==> src/rtl/judge_round.sv <==
// Per-round referee: latches a question, checks the player's factor entries, races
// them against a level-scaled enemy timer and a round limit, and emits a one-cycle verdict.
module judge_round #(
    parameter logic [15:0] TIME_LIMIT = 16'd200,
    parameter logic [15:0] ENEMY_BASE = 16'd160,
    parameter logic [15:0] ENEMY_STEP = 16'd40
) (
    input  logic        CLK,
    input  logic        RST,
    input  logic        START,
    input  logic [35:0] DB_IN,
    input  logic [7:0]  MY_FACT,
    input  logic        MY_VALID,
    input  logic        MY_SUBMIT,
    input  logic        GAME_OVER,
    output logic [2:0]  JUDGE_OUT,
    output logic        WRONG,
    output logic        BUSY,
    output logic [15:0] TIME_LEFT
);

    typedef enum logic [1:0] {IDLE, RUN, DONE} state_t;

    typedef struct packed {
        logic [1:0]      level;
        logic [1:0]      cnt_m1;
        logic [3:0][7:0] fact;
    } question_t;

    localparam logic [2:0] V_PLAYER = 3'b001;
    localparam logic [2:0] V_ENEMY  = 3'b010;
    localparam logic [2:0] V_DRAW   = 3'b011;

    question_t       q_in;
    logic [15:0]     lvl;

    state_t          state_q, state_d;
    logic [1:0]      cnt_q, cnt_d;
    logic [3:0][7:0] fact_q, fact_d;
    logic [15:0]     e_q, e_d;
    logic [15:0]     t_q, t_d;
    logic [2:0]      idx_q, idx_d;
    logic            mis_q, mis_d;
    logic [2:0]      judge_q, judge_d;
    logic            wrong_q, wrong_d;

    logic [2:0]      ent_idx;
    logic            ent_mis;
    logic            correct, bad_submit, enemy, tmo;

    assign q_in = DB_IN;
    // Level 0 plays like level 1.
    assign lvl  = (q_in.level == 2'd0) ? 16'd1 : {14'd0, q_in.level};

    always_comb begin
        state_d    = state_q;
        cnt_d      = cnt_q;
        fact_d     = fact_q;
        e_d        = e_q;
        t_d        = t_q;
        idx_d      = idx_q;
        mis_d      = mis_q;
        judge_d    = 3'b000;
        wrong_d    = 1'b0;
        ent_idx    = idx_q;
        ent_mis    = mis_q;
        correct    = 1'b0;
        bad_submit = 1'b0;
        enemy      = 1'b0;
        tmo        = 1'b0;
        case (state_q)
            IDLE: begin
                t_d   = '0;
                idx_d = '0;
                mis_d = 1'b0;
                if (START && !GAME_OVER) begin
                    cnt_d   = q_in.cnt_m1;
                    fact_d  = q_in.fact;
                    e_d     = ENEMY_BASE - lvl * ENEMY_STEP;
                    t_d     = TIME_LIMIT;
                    state_d = RUN;
                end
            end
            RUN: begin
                if (GAME_OVER) begin
                    state_d = IDLE;
                    t_d     = '0;
                end else begin
                    // Entry is folded in before the submit so a same-cycle last factor counts.
                    if (MY_VALID) begin
                        if (idx_q == 3'd4) begin
                            ent_mis = 1'b1;
                        end else begin
                            if (MY_FACT != fact_q[idx_q[1:0]]) ent_mis = 1'b1;
                            ent_idx = idx_q + 3'd1;
                        end
                    end
                    correct    = MY_SUBMIT && !ent_mis && (ent_idx == ({1'b0, cnt_q} + 3'd1));
                    bad_submit = MY_SUBMIT && !correct;
                    idx_d      = bad_submit ? 3'd0 : ent_idx;
                    mis_d      = bad_submit ? 1'b0 : ent_mis;
                    wrong_d    = bad_submit;

                    enemy = (e_q == 16'd1);
                    if (!enemy) e_d = e_q - 16'd1;
                    tmo   = (t_q == 16'd1);
                    if (!tmo) t_d = t_q - 16'd1;

                    if (correct && enemy) judge_d = V_DRAW;
                    else if (correct)     judge_d = V_PLAYER;
                    else if (enemy)       judge_d = V_ENEMY;
                    else if (tmo)         judge_d = V_DRAW;
                    if (correct || enemy || tmo) state_d = DONE;
                end
            end
            DONE: begin
                state_d = IDLE;
                t_d     = '0;
            end
            default: state_d = IDLE;
        endcase
    end

    always_ff @(posedge CLK) begin
        if (RST) begin
            state_q <= IDLE;
            cnt_q   <= '0;
            fact_q  <= '0;
            e_q     <= '0;
            t_q     <= '0;
            idx_q   <= '0;
            mis_q   <= 1'b0;
            judge_q <= 3'b000;
            wrong_q <= 1'b0;
        end else begin
            state_q <= state_d;
            cnt_q   <= cnt_d;
            fact_q  <= fact_d;
            e_q     <= e_d;
            t_q     <= t_d;
            idx_q   <= idx_d;
            mis_q   <= mis_d;
            judge_q <= judge_d;
            wrong_q <= wrong_d;
        end
    end

    assign JUDGE_OUT = judge_q;
    assign WRONG     = wrong_q;
    assign BUSY      = (state_q != IDLE);
    assign TIME_LEFT = t_q;

endmodule

==> config.mk <==
export PLATFORM = sky130hd
export DESIGN_NAME = judge_round
export DESIGN_NICKNAME = d
export VERILOG_FILES = /design/src/rtl/judge_round.sv
export SDC_FILE = /design/constraint.sdc
export NUM_CORES = 1
export LEC_CHECK = 0
export ABC_AREA = 1
export BUFFER_PORTS_ARGS = -buffer_cell sky130_fd_sc_hd__buf_2
export CORE_ASPECT_RATIO = 1.1
export CORE_MARGIN = 2
export CORE_UTILIZATION = 36
export DETAILED_ROUTE_END_ITERATION = 12
export PLACE_DENSITY_LB_ADDON = 0.25
export SYNTH_ARGS = -nofsm -noshare
export SYNTH_HDL_FRONTEND = slang
export SYNTH_SLANG_ARGS = --single-unit
==> constraint.sdc <==
create_clock -name CLK -period 1.9 [get_ports CLK]
set_input_delay 0.38 -clock CLK [delete_from_list [all_inputs] [get_ports CLK]]
set_output_delay 0.38 -clock CLK [all_outputs]
set_load 0.02 [all_outputs]
==> results.yml, run 1 <==
timing:
  finalSetupViolCount: 0
  finalSetupTns_ns: 0
  fin_crit_sh: 0.977
  rsz0062_at_grt: "true"
  setup_ws_ns: 0.0441
  fin_crit_ns: 1.86
  finClkSkew_ns: 0.00646
  maxSlewViolCount: 0
  hold_violations: 0
  fmax_mhz: 539
  whs_ns: 0.262
yosys:
  ys_warn_count: 0
  synth_edf_count: 0
  synth_common_cells: "nor2_1, nand2_1, dfxtp_1"
  async_flop_share: 0
  ys_seq_area_frac: 0.379
  synth_area_leaders: "dfxtp_1, nor2_1, nand2_1"
  synth_most_common_cell: "nor2_1"
  synth_area_sq_um: 3960
  yosysTopAreaCell: "dfxtp_1"
  syn_area_per_cell_sq_um: 6.94
  ys_ff_latch: 75
  syn_nets: 631
  ys.flop_type: "dfxtp_1"
  synth.top_cell.area_share: 0.379
  synth_cell_types: 42
  syn_inst: 571
cts:
  clkTransAtPathRegs_ns: 0.06
  clock_latency_ns: 0.33
  cts_inserted_buffers: 9
  clock_sinks: 75
  cts_buffer_depth: 2
  cts_root_buf: "clkbuf_16"
  cts_tree: "done"
  holdBufCountCts: 0
  cts.htree.levels: 3
critical_path:
  r2r.worst_path.cells: 11
  path_cells: "inv_6 > ha_4 > nand2_2 > nand2_1 > xor2_2 > xor2_1 > nor3_2 > nand3_4 > nand2_4 > nand3_2 > a21oi_2"
  reg2reg_slack_ns: 0.04
  r2r-start: "idx_q[0]$_SDFFE_PP0P_"
  worst-setup-path-type: "reg -> reg"
  crit_required_ns: 2.16
  crit_fanout: 5
  worstSetupStartpointType: "flip-flop"
  crit_path_end_kind: "flip-flop"
  slowest_delay_ns: 0.38
  slowest_stage: "dfxtp_4"
  cp.arrival_ns: 2.12
  r2r_end: "idx_q[0]$_SDFFE_PP0P_"
route:
  routed_wl_mm: 9.99
  dr.pass1.iters: 4
  remaining_drc_errors: 0
  wire_per_inst_um: 12.0
  vias: 3945
  viasPerCell: 4.74
  drt_iter0_drc: 175
  ant_nets: 0
place:
  io_buffers: 69
  dpl-instance-area_sq_um: 4690
  dpl.cell_count: 805
  pre_cts_ws_ns: -0.0177
  gp_congestion: 0.867
  dp_hpwl_mm: 7.09
floorplanning:
  rows: 40
  start_util: 0.366
  num_io_pins: 71
  dieArea_sq_um: 11900
  die_h_um: 114
  fp.coreArea_sq_um: 10800
  die_w_um: 104
finish:
  num_antenna_cells: 0
  num-nets-final: 740
  final_area_sq_um: 5190
  area_delta_synth_final_pct: 31.1
  stdcell_count: 832
  final_layout_size_suffix_gt1_frac: 0.274
run_status:
  status: "finished clean"
hold_path:
  hold_end: "fact_q[5]$_SDFFE_PP0P_"
  hp-class: "in -> reg"
  min_from: "DB_IN[5]"
  hold_depth: 3
global_route:
  grt_pass1_vias: 3728
  grt_busiest_layer: "met2"
  grt_overflow: 0
  met3_usage: 0.0411
  grt_start_max_net_pins: 42
  grt_antenna_before_repair: 0
  groute.layer.met1.usage: 0.210
  grt_usage: 0.172
  grt_pass1_wl_mm: 16.8
  grt_use_met2: 0.299
pwr:
  p_leak_uw: 0.00247
  irDropWorstVdd_uv: 396
  p_per_area_nw_per_um2: 982
job:
  cap_violations: 0
==> routing by layer <==
layer,part of all wire,vias up
li1,-,2046
met1,0.46,1806
met2,0.48,79
met3,0.044,14
met4,0.014,0
met5,0,-
==> layout make-up <==
cell class                      count  area (sq um)
Inverter                           63           249
Timing Repair Buffer              116           739
Fill cell                        1130          5620
Multi-Input combinational cell    415          2240
Tap cell                          147           184
Clock inverter                      2          10.0
Clock buffer                       14           264
Sequential cell                    75          1510
==> report_power, final <==
group | internal (uW) | switching [uW] | leakage [uW] | total (uW)
Clock | 952 | 627 | 0.000137 | 1580
Sequential | 1750 | 122 | 0.000615 | 1870
Combinational | 678 | 975 | 0.00172 | 1650
Total | 3380 | 1720 | 0.00247 | 5100
==> cells in the final DEF (no fill, tap or decap), types with 3 or more instances in the layout <==
master	netlist	layout
nor3_1	10	8
clkbuf_1	9	3
clkbuf_16	0	10
nor2_2	0	5
nand3b_1	4	4
nand2_2	3	9
inv_4	2	3
nand2_4	3	4
inv_2	5	5
a31oi_1	6	6
nor2_1	118	113
dfxtp_1	75	72
xnor2_1	4	4
buf_4	1	42
xor2_1	14	13
nand3_1	32	27
buf_2	2	69
ha_1	10	8
nand4_1	4	4
nand3_2	2	7
a21oi_1	25	23
o21ai_1	5	5
nand2_1	99	92
buf_6	5	3
o21ai_0	55	53
inv_1	54	53
==> worst max-delay path by stage <==
| stage | start | end | slack [ns] | cells after the start |
|---|---|---|---|---|
| final | idx_q[0]$_SDFFE_PP0P_ | idx_q[0]$_SDFFE_PP0P_ | 0.04 | 11 |
| after global routing | idx_q[1]$_SDFFE_PP0P_ | idx_q[0]$_SDFFE_PP0P_ | -0.05 | 11 |
| after CTS | TIME_LEFT[1]$_SDFFE_PP0P_ | TIME_LEFT[12]$_SDFFE_PP0P_ | -0.001 | 14 |
| after detailed placement | idx_q[1]$_SDFFE_PP0P_ | state_q[0]$_SDFFE_PP0P_ | -0.02 | 12 |
| after global placement | idx_q[0]$_SDFFE_PP0P_ | idx_q[0]$_SDFFE_PP0P_ | 0.03 | 13 |
| after floorplan | idx_q[0]$_SDFFE_PP0P_ | state_q[0]$_SDFFE_PP0P_ | -0.04 | 14 |
==> critical path, delay by kind of cell, from the launching register on <==
kind            cells  cell delay, ns
compound gates      1            0.13
buf+inv             1            0.05
fa+ha+maj           1            0.16
xor+xnor            2            0.34
simple gates        6            0.73
flops               1            0.38
==> sequential cells by signal, summed over array words and instances (netlist names) <==
| signal | flops |
|---|---|
| e_q | 16 |
| WRONG | 1 |
| fact_q | 32 |
| idx_q | 3 |
| TIME_LEFT | 16 |
| JUDGE_OUT | 2 |
| mis_q | 1 |
| cnt_q | 2 |
| state_q | 2 |
==> cell families (layout without fill, tap and decap cells) <==
kind of cell,count (synthesis),in the layout,synth area share
flip-flops,75,75,0.379
AND/OR/NAND/NOR,288,288,0.327
other,1,1,0.000947
buffers and inverters,81,195,0.0903
adder cells (fa/ha/maj),10,10,0.0316
XOR/XNOR,18,18,0.0398
AO/OA/AOI/OAI,98,98,0.132
==> metrics by stage <==
stage                     total power (uW)   util
after floorplan                       2970      -
after global placement                3380  0.433
after detailed placement              3400  0.433
after CTS                             5010  0.461
after global routing                  5460  0.480
final                                 5100  0.480
==> what timing repair did <==
action / in CTS / in global routing
cloned: 0 / 1
setup endpoints to repair: 11 / 24
pin swaps: 1 / 14
setup buffers: 2 / 9
resized for setup: 6 / 34
No activity file was read; power rests on OpenSTA's default activity.
==> run 2, diff against run 1 <==
Settings changed: CTS_BUF_LIST from default to sky130_fd_sc_hd__clkbuf_2, MAX_ROUTING_LAYER from default to met4, SETUP_SLACK_MARGIN from default to 0.2.
==> run 2 against run 1 <==
Net effect: the flow now finishes with violations (negative setup slack); sequential cell count stayed put; non-clock buffer count is 49 higher; utilization is 5.3 points higher; power is 3.0% higher; count of clock-buffer cells in the layout is 5 lower.
==> results.yml, run 2 (same netlist as run 1, synthesis figures left out) <==
floorplanning:
  rows: 40
  dieArea_sq_um: 11900
  fp.coreArea_sq_um: 10800
  die_h_um: 114
  die_w_um: 104
  num_io_pins: 71
  start_util: 0.366
finish:
  area_delta_synth_final_pct: 45.5
  top_register: "fact_q"
  num-nets-final: 790
  final_layout_size_suffix_gt1_frac: 0.411
  mostFrequentLayoutCells: "nor2_1, nand2_1, buf_4"
  num_antenna_cells: 0
  fillerInstances: 1050
  largest_reg_flops: 32
  final_common_cell: "nor2_1"
  final_area_sq_um: 5760
cts:
  clkTransAtPathRegs_ns: 0.24
  cts_root_buf: "clkbuf_2"
  cts_buffer_depth: 2
  cts_tree: "done"
  cts_inserted_buffers: 9
  clock_latency_ns: 0.55
  clock_sinks: 75
  cts.htree.levels: 3
timing:
  fin_crit_sh: 1.01
  finClkSkew_ns: 0.0256
  hold_violations: 0
  fin_crit_ns: 1.91
  fmax_mhz: 523
  setup_ws_ns: -0.0110
  finalSetupViolCount: 2
  finalSetupTns_ns: -0.0184
  whs_ns: 0.0250
  rsz0062_at_grt: "true"
  maxSlewViolCount: 0
route:
  ant_nets: 0
  viasPerCell: 4.86
  drt_iter0_drc: 178
  vias: 4290
  remaining_drc_errors: 0
  dr.pass1.iters: 5
  wire_per_inst_um: 13.4
  routed_wl_mm: 11.8
pwr:
  p_leak_uw: 0.00271
  irDropWorstVdd_uv: 514
  p_per_area_nw_per_um2: 911
  seqPwrFrac: 0.361
  comb_power_share: 0.460
  p_int_uw: 3160
  p_clk_frac: 0.180
  power.switching_fraction: 0.399
  p_switching_uw: 2100
critical_path:
  r2r_end: "idx_q[1]$_SDFFE_PP0P_"
  r2r.worst_path.cells: 11
  crit_fanout: 6
  reg2reg_slack_ns: -0.01
  crit_path_end_kind: "flip-flop"
  worst-setup-path-type: "reg -> reg"
  worstSetupStartpointType: "flip-flop"
  r2r-start: "idx_q[0]$_SDFFE_PP0P_"
  crit_required_ns: 2.39
  cp.arrival_ns: 2.41
place:
  pre_cts_ws_ns: -0.00730
  io_buffers: 69
  dpl-instance-area_sq_um: 4720
  dp_hpwl_mm: 7.43
  gp_congestion: 0.878
hold_path:
  min_from: "DB_IN[5]"
  hold_end: "fact_q[5]$_SDFFE_PP0P_"
  hp-class: "in -> reg"
  hold_depth: 3
job:
  cap_violations: 0
global_route:
  grt_pass1_vias: 4191
  grt_start_max_net_pins: 34
  grt_usage: 0.197
  grt_overflow: 0
  grt_pass1_wl_mm: 18.7
  grt_antenna_before_repair: 0
run_status:
  violations: "negative setup slack"
  status: "complete, but fails checks"
## run 2: changes by cell type in the layout (fill, tap and decap cells not counted), sizes merged
cell         previous run  this run
buf                   115       164
bufinv                  0         1
clkbuf                 15         9
clkinv                  3         4
clkinvlp                0         2
dlygate4sd3             0         1
inv                    62        64
## run 2: worst max path at each step
stage                                from                       to  cells past startpoint
floorplan           idx_q[0]$_SDFFE_PP0P_  state_q[0]$_SDFFE_PP0P_                     14
global placement    idx_q[1]$_SDFFE_PP0P_    idx_q[0]$_SDFFE_PP0P_                      9
detailed placement  idx_q[1]$_SDFFE_PP0P_    idx_q[0]$_SDFFE_PP0P_                      9
CTS                 idx_q[0]$_SDFFE_PP0P_    idx_q[1]$_SDFFE_PP0P_                     11
global route        idx_q[0]$_SDFFE_PP0P_    idx_q[1]$_SDFFE_PP0P_                     15
finish              idx_q[0]$_SDFFE_PP0P_    idx_q[1]$_SDFFE_PP0P_                     11
## run 2: power groups by stage
stage               sequential, uW  clock (uW)  combinational (uW)
detailed placement            1900           0                1570
CTS                           1870         960                2070
global route                  1920        1040                2630
finish                        1890         945                2410
global placement              1900           0                1550
floorplan                     1940           0                1040
## run 2: timing repair
action                                  CTS  global route
gates resized for setup                  84            64
setup buffers                            45            10
hold buffers                              0             1
endpoints found under the setup margin   38            42
pin swaps                                41            28
gates cloned                              1             0
hold endpoints to repair                  0             1
## run 2: stage by stage
step,cells,total power [uW],util
detailed placement,809,3470,0.437
CTS,871,4910,0.503
global placement,809,3440,0.437
global route,882,5580,0.533
finish,882,5250,0.533
floorplan,571,2980,-
## run 2: worst max-delay path: stages (launching register included)
cell and delay (ns):
dfxtp_4 0.46, inv_8 0.05, ha_4 0.24, nand2_4 0.07
o21ai_4 0.07, a21boi_2 0.15, o21ai_1 0.09, nor3_2 0.26
nand3_4 0.13, nand2_4 0.13, nand3_2 0.08, a21oi_2 0.12
## run 2: per-layer routing
metal	up-vias	GRT usage	part of all wire
li1	2157	-	-
met1	1980	0.232	0.42
met2	130	0.339	0.50
met3	23	0.0280	0.051
met4	0	0.0847	0.023
met5	-	-	0
## run 2: cell type report
class,count,area (sq um),share of cell area
Multi-Input combinational cell,415,2520,0.437
Sequential cell,75,1530,0.265
Timing Repair Buffer,165,1130,0.197
Inverter,63,269,0.0467
Tap cell,147,184,0.0319
Clock inverter,7,76.3,0.0132
Clock buffer,9,45.0,0.00781
Timing Repair inverter,1,11.3,0.00195
